**config.mk**
```make
export PLATFORM = sky130hd
export DESIGN_NAME = cache_refill_assembler
export DESIGN_NICKNAME = d
export VERILOG_FILES = /design/src/rtl/cache_refill_assembler.sv
export SDC_FILE = /design/constraint.sdc
export NUM_CORES = 1
export LEC_CHECK = 0
export BUFFER_PORTS_ARGS = -buffer_cell sky130_fd_sc_hd__buf_2
export CORE_AREA = 2 2 233 235
export CTS_CLUSTER_DIAMETER = 30
export DETAILED_ROUTE_END_ITERATION = 12
export DIE_AREA = 0 0 235 237
export PLACE_DENSITY = 0.65
export SLEW_MARGIN = 10
export SYNTH_ARGS = -nofsm -noshare
export SYNTH_HDL_FRONTEND = slang
export SYNTH_SLANG_ARGS = --single-unit
```
**constraint.sdc**
```tcl
create_clock -name clk -period 29.9 [get_ports clk]
set_clock_uncertainty 0.2 [all_clocks]
set_input_delay 2.99 -clock clk [delete_from_list [all_inputs] [get_ports clk]]
set_output_delay 2.99 -clock clk [all_outputs]
set_load 0.005 [all_outputs]
```
**src/rtl/cache_refill_assembler.sv**
```systemverilog
//------------------------------------------------------------------------------
// cache_refill_assembler
//
// Collects a wrapping burst of word-wide refill beats from the bus read
// channel and assembles them into one full cache line for the data SRAM
// write path. One refill is in flight at a time.
//
// Optional feature macro: CRIT_WORD_FWD_EN
//   defined   -> crit_valid/crit_data forward the first (critical) beat of
//                each refill one cycle after it is accepted.
//   undefined -> crit_valid and crit_data are tied to zero.
//
// Ports:
//   clk         rising-edge clock
//   reset       asynchronous, active-high reset
//   req_valid   refill request from the miss FSM
//   req_ready   assembler idle, request can be taken
//   req_offset  critical word offset; first beat lands in this word
//   beat_valid  refill beat present on the bus
//   beat_ready  assembler accepts the beat
//   beat_data   refill word
//   beat_last   bus marks the final beat (checked, not used to terminate)
//   line_valid  assembled line available
//   line_ready  consumer takes the line
//   line_data   assembled line, word k at [DATA_WIDTH*(k+1)-1 : DATA_WIDTH*k]
//   len_err     one-cycle pulse on a beat_last / beat count mismatch
//   crit_valid  critical-word forward strobe
//   crit_data   critical word
//------------------------------------------------------------------------------
module cache_refill_assembler #(
   parameter int DATA_WIDTH      = 32,
   parameter int Cache_line_size = 512
) (
   input  logic                                               clk,
   input  logic                                               reset,
   input  logic                                               req_valid,
   output logic                                               req_ready,
   input  logic [$clog2(Cache_line_size/DATA_WIDTH)-1:0]      req_offset,
   input  logic                                               beat_valid,
   output logic                                               beat_ready,
   input  logic [DATA_WIDTH-1:0]                              beat_data,
   input  logic                                               beat_last,
   output logic                                               line_valid,
   input  logic                                               line_ready,
   output logic [Cache_line_size-1:0]                         line_data,
   output logic                                               len_err,
   output logic                                               crit_valid,
   output logic [DATA_WIDTH-1:0]                              crit_data
);

   localparam int BEATS    = Cache_line_size / DATA_WIDTH;
   localparam int Addr_len = $clog2(BEATS);

   localparam logic [1:0] IDLE = 2'd0;
   localparam logic [1:0] FILL = 2'd1;
   localparam logic [1:0] DONE = 2'd2;

   localparam logic [Addr_len-1:0] LAST_CNT = Addr_len'(BEATS - 1);

   logic [1:0]          state;
   logic [Addr_len-1:0] cnt;
   logic [Addr_len-1:0] start;
   logic [Addr_len-1:0] wr_idx;
   logic                beat_acc;
   logic                last_beat;

   assign req_ready  = (state == IDLE);
   assign beat_ready = (state == FILL);
   assign line_valid = (state == DONE);

   assign beat_acc  = beat_valid & beat_ready;
   assign last_beat = (cnt == LAST_CNT);
   // Addr_len-bit sum wraps naturally modulo BEATS.
   assign wr_idx    = start + cnt;

   always_ff @(posedge clk or posedge reset) begin
      if (reset) begin
         state     <= IDLE;
         cnt       <= '0;
         start     <= '0;
         line_data <= '0;
         len_err   <= 1'b0;
      end else begin
         len_err <= 1'b0;
         case (state)
            IDLE: begin
               if (req_valid) begin
                  start <= req_offset;
                  cnt   <= '0;
                  state <= FILL;
               end
            end
            FILL: begin
               if (beat_valid) begin
                  for (int unsigned k = 0; k < BEATS; k++) begin
                     if (wr_idx == Addr_len'(k))
                        line_data[k*DATA_WIDTH +: DATA_WIDTH] <= beat_data;
                  end
                  cnt     <= cnt + 1'b1;
                  // Termination is by count; beat_last only flags errors.
                  len_err <= (beat_last != last_beat);
                  if (last_beat)
                     state <= DONE;
               end
            end
            DONE: begin
               if (line_ready)
                  state <= IDLE;
            end
            default: state <= IDLE;
         endcase
      end
   end

`ifdef CRIT_WORD_FWD_EN
   logic                  crit_valid_q;
   logic [DATA_WIDTH-1:0] crit_data_q;

   always_ff @(posedge clk or posedge reset) begin
      if (reset) begin
         crit_valid_q <= 1'b0;
         crit_data_q  <= '0;
      end else begin
         crit_valid_q <= beat_acc && (cnt == '0);
         if (beat_acc && (cnt == '0))
            crit_data_q <= beat_data;
      end
   end

   assign crit_valid = crit_valid_q;
   assign crit_data  = crit_data_q;
`else
   logic unused_acc;
   assign unused_acc = beat_acc;
   assign crit_valid = 1'b0;
   assign crit_data  = '0;
`endif

endmodule

```
==> results.yml <==
run_status:
  outcome: "complete, no violations"
synth:
  synth_top_area_share_pct: 63.52
  ys.flop_type: "dfrtp_1"
  synth.largest_area_cell: "dfrtp_1"
  avgSynthCellArea_um2: 16.79
  ys_async_sr_fraction_pct: 100.0
  yosys-top-cells-area: "dfrtp_1, mux2_1, mux2_4"
  synth-seq-cells: 523
  syn_inst: 1227
  synth_edf_count: 0
  yosys.cell_types.count: 36
  synth_area_mm2: 0.02060
  ys_seq_area_share_pct: 63.52
  ys_warn_count: 0
run:
  maxCapViolations: 0
timing:
  min_period_over_period_pct: 17.43
  layout_setup_ws_ns: 24.69
  report.final.slew_viol_count: 0
  relSlewSlack_pct: 28.79
  finalSetupViolCount: 0
  grt_setup_unrepaired: "false"
  period_needed_ns: 5.210
  tightest_slew_ns: 1.060
  fin_setup_tns_ns: 0
  hold_viol: 0
  fmax_mhz: 191.9
setup_path:
  cp-start-kind: "input port"
  slowest_delay_ns: 0.95
  cp-end-kind: "register"
  cpLargestDelayFamily: "simple AND/OR/NAND/NOR gates"
  crit_buf_inv: 2
  crit_slowest_cell: "nor4_4"
  crit_path_cell_trace: "buf_2 -> and3b_1 -> nand2b_1 -> nor4_4 -> buf_4 -> mux2_1"
  cp_data_arrival_time_ns: 5.52
  worstPathRequired_ns: 30.21
  worstPathMaxFanout: 20
  setup.worst_path.class: "input port to register"
die:
  start_util_pct: 38.67
  fp.dieH_um: 237
  coreArea_mm2: 0.05328
  die_area_mm2: 0.05570
  ios: 591
  die_w_um: 235
  core.rowCount: 85
clock_network:
  clk_pin_slew_worst_paths_ns: 0.05
  htree_levels: 3
  cts_buffer_depth: 3
  clock-sinks: 523
  cts_setup_buffers: 0
  cts-buffers-inserted: 115
  cts_tree: "yes"
  clk_latency_ns: 0.64
  cts_hold_buf: 0
  cts-root-buf: "clkbuf_16"
  cts_resized: 0
global_route:
  grt_max_degree: 172
  antenna_found_initial: 6
  grt_remaining_overflow: 0
  grt_pass1_wl_mm: 92.25
  grt_pass1_vias: 13923
  grt_util_all_layers_pct: 22.08
pwr:
  power_density_mw_per_mm2: 134.1
  p_total_mw: 3.785
  ir_drop_mv: 0.08813
  power_leakage_nw: 14.32
drt:
  met2WireLength_mm: 29.94
  highest-signal-layer: "met5"
  dr_wl_met3_mm: 4.381
  vias: 12835
  drtPass1Iterations: 4
  antenna_left: 0
  wl_met1_mm: 25.52
  drt_iter0_markers: 500
  wl_per_cell_um: 23.49
  drt-vias-per-instance: 4.877
  drt-total-wl_mm: 61.83
  drc: 0
placed_design:
  portBuffers: 557
  pre_cts_slack_ns: 23.94
  gp_congestion: 0.7789
  dp_hpwl_mm: 41.00
layout:
  drive_gt1_share_pct: 50.98
  area_growth_pct: 37.01
  fillCellCount: 4394
  fin_nets: 1881
worst_hold_path:
  min_path_type: "register to register"
-- registers in the layout, indices dropped and copies added, names as in the netlist --
signal / flops
line_data: 512
cnt: 4
start: 4
state: 2
len_err: 1
-- cells in the mapped netlist (2+ instances only) --
cell type / instances
nand2b_1: 4
nand4_1: 2
nor2b_1: 3
nor2_1: 5
and3_1: 2
ha_1: 4
dfrtp_1: 523
or4_1: 4
mux2_2: 58
nand3_1: 2
o211ai_1: 2
a22o_1: 2
mux2_4: 120
buf_6: 13
nand2_1: 3
clkbuf_1: 33
mux2_1: 338
inv_1: 4
a21oi_1: 2
nor4_2: 10
xnor2_1: 2
buf_2: 41
buf_4: 34
xor2_1: 4
-- report_power, final --
group          total, mW  switching, mW  internal (mW)
clock network       1.37          0.413          0.952
registers           1.24          0.182           1.06
logic               1.18          0.563          0.618
total               3.78           1.16           2.63
-- cell usage in the layout, fill, tap and decap left out, drive strengths merged, types with 2 or more instances in the layout --
cell      netlist  routed
nor2            5       5
ha              4       4
nor4           10      10
clkbuf         33     137
clkinvlp        0      16
bufinv          0      24
and3            2       2
dfrtp         523     523
nand3           2       2
o211ai          2       2
nand4           2       2
nand2b          4       4
diode           0       2
nand2           3       3
xor2            4       4
mux2          516     516
buf            88     579
nor2b           3       3
inv             4      10
clkinv          0      34
a21oi           3       3
or4             4       4
xnor2           2       2
conb            1      33
a22o            2       2
-- stage by stage --
step           utilization, %  instances  hold WS (ns)  instance area [um^2]
2_1_floorplan               -       1259        0.2828                 20720
3_3_place_gp            44.94       2413        0.2624                 23940
3_5_place_dp            44.94       2413        0.2691                 23940
4_1_cts                 52.97       2630        0.2792                 28230
5_1_grt                 52.98       2631        0.2860                 28230
6_report                52.98       2632        0.2755                 28230
-- layer usage --
layer | GRT usage [%] | vias to the layer above
met5 | 0 | -
met4 | 8.400 | 6
met3 | 7.554 | 128
met2 | 35.90 | 476
met1 | 27.20 | 6698
li1 | - | 5527
-- worst paths after layout --
kind                                  end  slack, ns           from  cells past startpoint
min reg2reg                 line_data[67]       0.28  line_data[67]                      1
max reg2reg                 line_data[18]      26.07         cnt[0]                      7
min in group asynchronous  line_data[183]       2.33          reset                      2
min                         line_data[67]       0.28  line_data[67]                      1
max in group asynchronous  line_data[441]      25.04          reset                      4
max                        line_data[393]      24.69     beat_valid                      6
-- final cells by class --
class / instances / area (um^2) / area share, %
Clock inverter: 80 / 1152 / 4.082
Multi-Input combinational cell: 611 / 6984 / 24.74
Sequential cell: 523 / 13090 / 46.36
Tap cell: 696 / 870.8 / 3.085
Antenna cell: 2 / 5.005 / 0.01773
Clock buffer: 137 / 3131 / 11.09
Timing Repair Buffer: 579 / 2978 / 10.55
Inverter: 4 / 22.52 / 0.07978
-- cell families after synthesis --
family                     Yosys count  share of synthesized area (%)
and+or+nand+nor                     39                          1.421
DFF                                523                          63.52
buffers and inverters              125                          3.619
xor gates and xnor gates             6                         0.2550
muxes                              517                          30.43
adders and majority gates            5                         0.3401
other                                1                        0.01820
AOI/OAI and AO/OA                   11                         0.3948
Note: power is estimated with default switching activity, not from simulation.
